**config.mk**
```make
export PLATFORM = sky130hd
export DESIGN_NAME = commit_trace_buffer
export DESIGN_NICKNAME = d
export VERILOG_FILES = /design/src/rtl/riscv_pkg.sv /design/src/rtl/trace_fifo_mem.sv /design/src/rtl/commit_trace_buffer.sv
export SDC_FILE = /design/constraint.sdc
export NUM_CORES = 1
export LEC_CHECK = 0
export ABC_AREA = 1
export CORE_ASPECT_RATIO = 0.9
export CORE_UTILIZATION = 40
export DETAILED_ROUTE_END_ITERATION = 8
export HOLD_SLACK_MARGIN = 0.15
export SYNTH_ARGS = -nofsm -noshare
export SYNTH_HDL_FRONTEND = slang
export SYNTH_SLANG_ARGS = --single-unit
```
**constraint.sdc**
```tcl
create_clock -name clk_i -period 6.85 [get_ports clk_i]
set_input_delay 1.0275 -clock clk_i [delete_from_list [all_inputs] [get_ports clk_i]]
set_output_delay 1.0275 -clock clk_i [all_outputs]
set_load 0.03 [all_outputs]
```
**src/rtl/riscv_pkg.sv**
```systemverilog
// Shared core-wide definitions: datapath width plus the trace buffer's mode/state types.
// Also holds a small saturating-counter helper used by the loss counter.
package riscv_pkg;

    localparam int XLEN = 32;

    typedef enum logic {
        DROP_NEW  = 1'b0,
        OVERWRITE = 1'b1
    } trace_mode_e;

    typedef enum logic {
        RUN    = 1'b0,
        HALTED = 1'b1
    } trace_state_e;

    function automatic logic [15:0] sat_inc16(input logic [15:0] v);
        return (v == 16'hFFFF) ? v : v + 16'd1;
    endfunction

endpackage

```
**src/rtl/trace_fifo_mem.sv**
```systemverilog
// Trace entry storage: one synchronous write port, one asynchronous read port.
// Contents are only meaningful where the FIFO pointers say an entry is live.
module trace_fifo_mem #(
    parameter int DEPTH = 16,
    parameter int AW    = 4,
    parameter int WIDTH = 96
) (
    input  logic             clk_i,
    input  logic             we_i,
    input  logic [AW-1:0]    waddr_i,
    input  logic [WIDTH-1:0] wdata_i,
    input  logic [AW-1:0]    raddr_i,
    output logic [WIDTH-1:0] rdata_o
);

    logic [WIDTH-1:0] mem_q [DEPTH];

    // NOTE: storage has no reset; occupancy tracking makes stale entries invisible,
    // and leaving it out keeps the array mappable onto plain RAM/flops without a reset tree.
    always_ff @(posedge clk_i) begin
        if (we_i) begin
            mem_q[waddr_i] <= wdata_i;
        end
    end

    assign rdata_o = mem_q[raddr_i];

endmodule

```
**src/rtl/commit_trace_buffer.sv**
```systemverilog
// Show-ahead trace FIFO of committed instructions with drop/overwrite overflow
// policy, loss accounting, a retired-instruction counter and a PC breakpoint halt.
module commit_trace_buffer #(
    parameter int XLEN  = riscv_pkg::XLEN,
    parameter int DEPTH = 16,
    parameter int SEQW  = 32
) (
    input  logic                         clk_i,
    input  logic                         rst_i,
    input  logic                         update_i,
    input  logic [XLEN-1:0]              pc_i,
    input  logic [XLEN-1:0]              data_i,
    input  logic                         mode_i,
    input  logic                         bp_en_i,
    input  logic [XLEN-1:0]              bp_addr_i,
    input  logic                         resume_i,
    input  logic                         clear_i,
    input  logic                         rd_ready_i,
    output logic                         rd_valid_o,
    output logic [XLEN-1:0]              rd_pc_o,
    output logic [XLEN-1:0]              rd_data_o,
    output logic [SEQW-1:0]              rd_seq_o,
    output logic [$clog2(DEPTH+1)-1:0]   count_o,
    output logic                         overflow_o,
    output logic [15:0]                  drop_cnt_o,
    output logic [63:0]                  retired_o,
    output logic                         halt_o
);

    import riscv_pkg::*;

    localparam int PTRW = $clog2(DEPTH);
    localparam int CNTW = $clog2(DEPTH + 1);
    localparam int ENTW = 2 * XLEN + SEQW;

    trace_state_e      state_q,    state_d;
    logic [PTRW-1:0]   rd_ptr_q,   rd_ptr_d;
    logic [PTRW-1:0]   wr_ptr_q,   wr_ptr_d;
    logic [CNTW-1:0]   count_q,    count_d;
    logic              overflow_q, overflow_d;
    logic [15:0]       drop_cnt_q, drop_cnt_d;
    logic [63:0]       retired_q,  retired_d;

    trace_mode_e       mode;
    logic              pop;
    logic              capture;
    logic              full;
    logic              push;
    logic              lost;
    logic              overwrite;
    logic              mem_we;
    logic [ENTW-1:0]   wr_entry;
    logic [ENTW-1:0]   rd_entry;

    assign mode = trace_mode_e'(mode_i);

    // Classify this cycle's commit: a pop frees a slot in the same cycle, so a
    // full buffer only loses something when nothing is leaving.
    always_comb begin
        pop       = (count_q != '0) && rd_ready_i;
        capture   = (state_q == RUN) && update_i && !clear_i;
        full      = (count_q == CNTW'(DEPTH));
        push      = capture && (!full || pop);
        lost      = capture && full && !pop;
        overwrite = lost && (mode == OVERWRITE);
        mem_we    = push || overwrite;
        wr_entry  = {pc_i, data_i, retired_q[SEQW-1:0]};
    end

    // NOTE: every signal assigned below takes its hold value first, so no path
    // through the block leaves one unassigned and no latch is inferred.
    always_comb begin
        state_d    = state_q;
        rd_ptr_d   = rd_ptr_q;
        wr_ptr_d   = wr_ptr_q;
        count_d    = count_q;
        overflow_d = overflow_q;
        drop_cnt_d = drop_cnt_q;
        retired_d  = retired_q;

        if (clear_i) begin
            rd_ptr_d   = '0;
            wr_ptr_d   = '0;
            count_d    = '0;
            overflow_d = 1'b0;
            drop_cnt_d = '0;
        end else begin
            // Overwrite retires the head and reuses its slot, so both pointers advance.
            if (pop || overwrite) begin
                rd_ptr_d = rd_ptr_q + PTRW'(1);
            end
            if (mem_we) begin
                wr_ptr_d = wr_ptr_q + PTRW'(1);
            end
            if (push && !pop) begin
                count_d = count_q + CNTW'(1);
            end else if (pop && !push) begin
                count_d = count_q - CNTW'(1);
            end

            if (lost) begin
                overflow_d = 1'b1;
                drop_cnt_d = sat_inc16(drop_cnt_q);
            end

            if (capture) begin
                retired_d = retired_q + 64'd1;
                if (bp_en_i && (pc_i == bp_addr_i)) begin
                    state_d = HALTED;
                end
            end else if ((state_q == HALTED) && resume_i) begin
                state_d = RUN;
            end
        end
    end

    // NOTE: sequential state uses non-blocking assignments so every flop samples
    // the pre-edge value of every other flop regardless of statement order.
    always_ff @(posedge clk_i or posedge rst_i) begin
        if (rst_i) begin
            state_q    <= RUN;
            rd_ptr_q   <= '0;
            wr_ptr_q   <= '0;
            count_q    <= '0;
            overflow_q <= 1'b0;
            drop_cnt_q <= '0;
            retired_q  <= '0;
        end else begin
            state_q    <= state_d;
            rd_ptr_q   <= rd_ptr_d;
            wr_ptr_q   <= wr_ptr_d;
            count_q    <= count_d;
            overflow_q <= overflow_d;
            drop_cnt_q <= drop_cnt_d;
            retired_q  <= retired_d;
        end
    end

    trace_fifo_mem #(
        .DEPTH (DEPTH),
        .AW    (PTRW),
        .WIDTH (ENTW)
    ) u_mem (
        .clk_i   (clk_i),
        .we_i    (mem_we),
        .waddr_i (wr_ptr_q),
        .wdata_i (wr_entry),
        .raddr_i (rd_ptr_q),
        .rdata_o (rd_entry)
    );

    assign rd_valid_o = (count_q != '0);
    assign rd_pc_o    = rd_entry[ENTW-1 -: XLEN];
    assign rd_data_o  = rd_entry[SEQW +: XLEN];
    assign rd_seq_o   = rd_entry[SEQW-1:0];
    assign count_o    = count_q;
    assign overflow_o = overflow_q;
    assign drop_cnt_o = drop_cnt_q;
    assign retired_o  = retired_q;
    assign halt_o     = (state_q == HALTED);

endmodule
```
==> results.cfg, run 1 <==
[worst_setup_path]
path_buf_inv = 3
start_kind = flop
cp_slowest_stage_delay_ps = 780
worstPathRequired_ps = 5820
crit_family = buffers and inverters
cp-end-kind = output pin
path_class = reg -> out
path_max_fanout = 218
crit_slowest_cell = dfrtp_4
path_cells = buf_12 -> buf_4 -> o21ai_0 -> o211ai_1 -> nand3_1 -> nand2_1 -> clkdlybuf4s50_1
arrival_ps = 4330

[synth]
synth_cell_type_count = 45
ys_ff_latch = 1631
synth_fp_nets = 5476
synth_flop_cell = edfxtp_1
syn_inst = 5360
postSynthAreaPerCell_um2 = 12.4
async_flop_share_pct = 5.82
yosysSeqAreaShare_pct = 73.1
synth-edff-count = 1536
synth_warnings = 0
syn-cell-area_mm2 = 0.0663

[clock_network]
clock_path_buffers = 3
clkSlewWorstSetupHoldPaths_ps = 60
clock-root-buffer = clkbuf_16
ctsHtreeMaxLevel = 4
cts_made_buffers = 170
ctsResizeCount = 0
cts_setup_buffers = 0
cts_hold_buf = 0
cts_tree = yes
insertion_delay_ps = 800
cts_sinks = 1631

[route]
post_drt_wl_per_cell_um = 22.1
initialDrtViolationCount = 3621
drt_first_pass_iters = 5
via_per_inst = 5.40
drt-total-wl_mm = 175
ant_nets = 0
num_vias = 42700
drc = 0

[sta]
whs_ps = 491
finalSetupViolations = 0
clock.fmax_mhz = 187
final_hold_viol_count = 0
finalSetupTns_ps = 0
tightest_slew_ps = 1280
rsz0062_at_grt = no
report.final.slew_viol_count = 0
post-route-period-util_pct = 78.2
max-slew-margin-rel_pct = 14.8
clock_skew_ps = 35.6
fin_crit_ps = 5360

[die]
core_area_mm2 = 0.164
initial_core_util_pct = 40.3
ios = 288
dieWidth_um = 431
die_h_um = 388
rows = 141
fp.dieArea_mm2 = 0.167

[pwr]
power_density_mw_per_mm2 = 343
ir_worst_vdd_v = 0.000358
leakagePower_nw = 25.7

[global_routing]
grt_pass1_vias = 41000
track_usage_pct = 20.5
grt_pass1_wl_mm = 261
grt.overflow.total = 0
antenna_found_initial = 10
grt_max_degree = 256

[flow_run]
timing.max_cap.violations = 0

[layout]
finalNetCount = 5677
stdcell_count = 7910
drive_gt1_share_pct = 6.43
layout_common_cells = edfxtp_1 (1536), nor2_1 (1280), o21ai_0 (766)
postLayoutCoreUtil_pct = 46.8
layout_commonest_cell = edfxtp_1
area_delta_synth_final_pct = 16.0

[placed_design]
numPortBuffers = 287
dp.cells = 7605
dp_hpwl_mm = 86.1
place.gp.congestion = 0.857

[status]
status = finished, final reports clean

[hold_path]
hold_path.class = reg -> reg
==> routing by layer <==
| metal | vias to the layer above | wire, µm | global-route usage (%) |
|---|---|---|---|
| met5 | - | 69 | 0 |
| li1 | 19800 | - | - |
| met1 | 21300 | 78300 | 29.4 |
| met3 | 248 | 11500 | 3.63 |
| met4 | 10 | 3720 | 5.47 |
| met2 | 1372 | 81100 | 32.2 |
==> layout make-up <==
class | instances | area, µm²
clock buffer | 208 | 4480
multi-input combinational | 3308 | 16100
timing repair buffer | 357 | 3870
tap | 2216 | 2770
sequential | 1631 | 48500
inverter | 93 | 372
fill | 14600 | 87500
clock inverter | 95 | 817
antenna | 2 | 5.00
==> worst reg2reg max path: cells and delay by family, from the launching register on <==
family	cells	cell delay, ps
buffers and inverters	1	400
AND/OR/NAND/NOR	3	1680
AO/OA/AOI/OAI	1	440
flip-flops	1	480
==> cell usage after synthesis, types with 41 or more instances <==
master / n / area, µm²
o21ai_1: 65 / 325
inv_1: 88 / 330
clkbuf_1: 191 / 717
o21ai_0: 766 / 3830
nor2_1: 1297 / 4870
dfrtp_1: 95 / 2380
xnor2_1: 41 / 359
o211ai_1: 385 / 2890
edfxtp_1: 1536 / 46100
nand2_1: 404 / 1520
buf_2: 87 / 435
nand3_1: 208 / 1040
==> final timing paths <==
check	cells after the start	slack, ps	startpoint	to
min in group asynchronous	2	640	rst_i	retired_o[48]$_DFFE_PP0P_
min reg2reg	2	490	overflow_o$_DFFE_PP0P_	overflow_o$_DFFE_PP0P_
max	7	1490	rd_ptr_q[0]$_DFFE_PP0P_	rd_pc_o[7]
min	2	490	overflow_o$_DFFE_PP0P_	overflow_o$_DFFE_PP0P_
max in group asynchronous	3	4930	rst_i	rd_ptr_q[2]$_DFFE_PP0P_
max reg2reg	5	3460	halt_o$_DFFE_PP0P_	u_mem.mem_q[15][45]$_DFFE_PP_
==> logic make-up (layout without fill, tap and decap cells) <==
kind of cell               Yosys count  count (layout)  share of synthesized area, %
buffers and inverters              421             753                          2.78
xor gates and xnor gates            67              67                         0.885
DFF                               1631            1631                          73.1
other                                0               2                             0
AOI/OAI and AO/OA                 1230            1230                          10.8
adders and majority gates           12              12                         0.238
and+or+nand+nor                   1999            1999                          12.2
==> state kept, by name, summed over array words and instances, names as in the netlist <==
register	flops
u_mem.mem_q	1536
retired_o	64
drop_cnt_o	16
rd_ptr_q	4
halt_o	1
overflow_o	1
count_o	5
wr_ptr_q	4
==> per-stage QoR <==
step	power, mW	instance area [µm²]	worst slack (ps)
global placement	17.8	71600	2130
detailed placement	17.8	71600	2100
CTS	26.6	76900	1380
floorplan	15.6	66300	504
finish	26.4	76900	1490
global route	27.6	76900	1150
==> where the power goes <==
part,total [mW],internal [mW],leakage [nW],switching [mW]
sequential,11.3,11.1,15.8,0.224
clock,8.82,4.99,2.58,3.83
combinational,6.25,2.01,7.26,4.24
(Power assumes the default switching activity.)
==> run 2, diff against run 1 <==
- clock period: 6.85 -> 4.6 ns (I/O delays scaled with it)
==> run 2 against run 1 <==
Net effect: register-to-register slack got worse by 1700 ps; wire length is 2.5% higher; hold slack lost 30 ps; non-clock buffer count increased by 50; sequential share of layout area is 0.77 points lower; sequential power grew 49%; first-iteration DRC count up 24%; combinational power rose by 57%; critical path depth stayed put; critical path type unchanged; highest routed layer unchanged.
==> results.cfg, run 2 (synthesized netlist as in run 1, its figures left out) <==
[status]
status = finished, final reports clean

[worst_setup_path]
start_kind = flop
path_class = reg -> out
cp-end-kind = output pin
worstPathRequired_ps = 3910
arrival_ps = 3730
path_max_fanout = 128

[layout]
final_cell_area_mm2 = 0.0779
largest_register_ffs = 1536
postLayoutCoreUtil_pct = 47.4
drive_gt1_share_pct = 7.62
nFillCells = 14500
layout_commonest_cell = edfxtp_1
finalNetCount = 5724
area_delta_synth_final_pct = 17.4
largest-register = u_mem.mem_q
layout_common_cells = edfxtp_1 (1536), nor2_1 (1280), o21ai_0 (766)

[clock_network]
cts_hold_buf = 0
cts_tree = yes
insertion_delay_ps = 820
cts_setup_buffers = 0
clock-root-buffer = clkbuf_16
cts_sinks = 1631
clock_path_buffers = 3
clkSlewWorstSetupHoldPaths_ps = 60
cts_made_buffers = 167
ctsHtreeMaxLevel = 4

[global_routing]
grt.overflow.total = 0
track_usage_pct = 21.1
antenna_found_initial = 12
grt_max_degree = 136
grt_pass1_vias = 41300
grt_pass1_wl_mm = 268

[route]
ant_nets = 0
via_per_inst = 5.39
post_drt_wl_per_cell_um = 22.5
drt-total-wl_mm = 179
num_vias = 43000
drc = 0
drt_first_pass_iters = 5
initialDrtViolationCount = 4483

[pwr]
p_comb_share_pct = 24.6
leakagePower_nw = 26.1
cell_internal_pwr_mw = 27.3
p_seq_share_pct = 42.0
p_sw_share_pct = 31.7
ir_worst_vdd_v = 0.000387
p_clk_share_pct = 33.4
power_density_mw_per_mm2 = 512
p_sw_mw = 12.7

[sta]
clock_skew_ps = 53.8
rsz0062_at_grt = no
finalSetupViolations = 0
clock.fmax_mhz = 226
whs_ps = 461
max-slew-margin-rel_pct = 36.4
final_hold_viol_count = 0
fin_crit_ps = 4420
post-route-period-util_pct = 96.0
report.final.slew_viol_count = 0
tightest_slew_ps = 954
worst_slack_ps = 182

[die]
dieWidth_um = 431
initial_core_util_pct = 40.3
fp.dieArea_mm2 = 0.167
core_area_mm2 = 0.164
ios = 288
die_h_um = 388
rows = 141

[placed_design]
pre_cts_slack_ps = 863
dp_hpwl_mm = 96.8
placed_area_mm2 = 0.0725
numPortBuffers = 287
place.gp.congestion = 0.851

[hold_path]
hold_path.class = in -> async

[flow_run]
timing.max_cap.violations = 0
run 2: worst max-delay path, stage by stage (launching register included):
cell and delay, ps:
dfrtp_4 660, buf_4 290, buf_16 320, o21ai_0 150, o21ai_0 390, o211ai_1 130
nand2_1 160, clkdlybuf4s50_1 690
run 2: final cells by class:
cell class | instances | area [µm²] | area share, %
repair buffers | 407 | 4700 | 6.03
clock buffers | 214 | 4410 | 5.66
inverters | 93 | 377 | 0.483
flip-flops and latches | 1631 | 48500 | 62.3
diodes | 4 | 10.0 | 0.0128
clock inverters | 94 | 1010 | 1.29
well taps | 2216 | 2770 | 3.56
multi-input cells | 3308 | 16100 | 20.7
run 2: repair_timing:
action,in CTS,in global routing
endpoints found under the setup margin,0,18
hold endpoints to repair,0,0
gates resized for setup,0,3
run 2: routing by layer:
metal  up-vias  track usage [%]  share of wire, %
met1     21400             30.7                46
met4         2             5.66               2.3
met2      1394             32.3                45
met5         -                0            0.0073
met3       238             4.03               6.8
li1      19900                -                 -
run 2: worst paths after layout:
check,endpoint,slack (ps),start,cells after the start
min in group clk_i,retired_o[27]$_DFFE_PP0P_,470,retired_o[27]$_DFFE_PP0P_,1
hold / removal,retired_o[62]$_DFFE_PP0P_,460,rst_i,2
setup / recovery,rd_seq_o[28],180,rd_ptr_q[0]$_DFFE_PP0P_,7
setup reg to reg,u_mem.mem_q[13][54]$_DFFE_PP_,1790,count_o[1]$_DFFE_PP0P_,7
hold reg to reg,retired_o[27]$_DFFE_PP0P_,470,retired_o[27]$_DFFE_PP0P_,1
max in group asynchronous,drop_cnt_o[4]$_DFFE_PP0P_,3210,rst_i,3
run 2: power by group through the flow:
stage          combinational (mW)  clock, mW  sequential, mW
2_1_floorplan                6.24          0            17.0
5_1_grt                      10.9       14.1            16.8
3_5_place_dp                 9.89          0            17.1
4_1_cts                      9.93       13.6            16.8
6_report                     9.82       13.3            16.8
3_3_place_gp                 9.81          0            17.1
run 2: through the flow:
stage / setup TNS, ps / cells / total power, mW
after global placement: 0 / 7655 / 26.9
after detailed placement: 0 / 7655 / 27.0
final: 0 / 7967 / 39.9
after global routing: 0 / 7965 / 41.8
after CTS: 0 / 7963 / 40.3
after floorplan: -1349640 / 5360 / 23.3
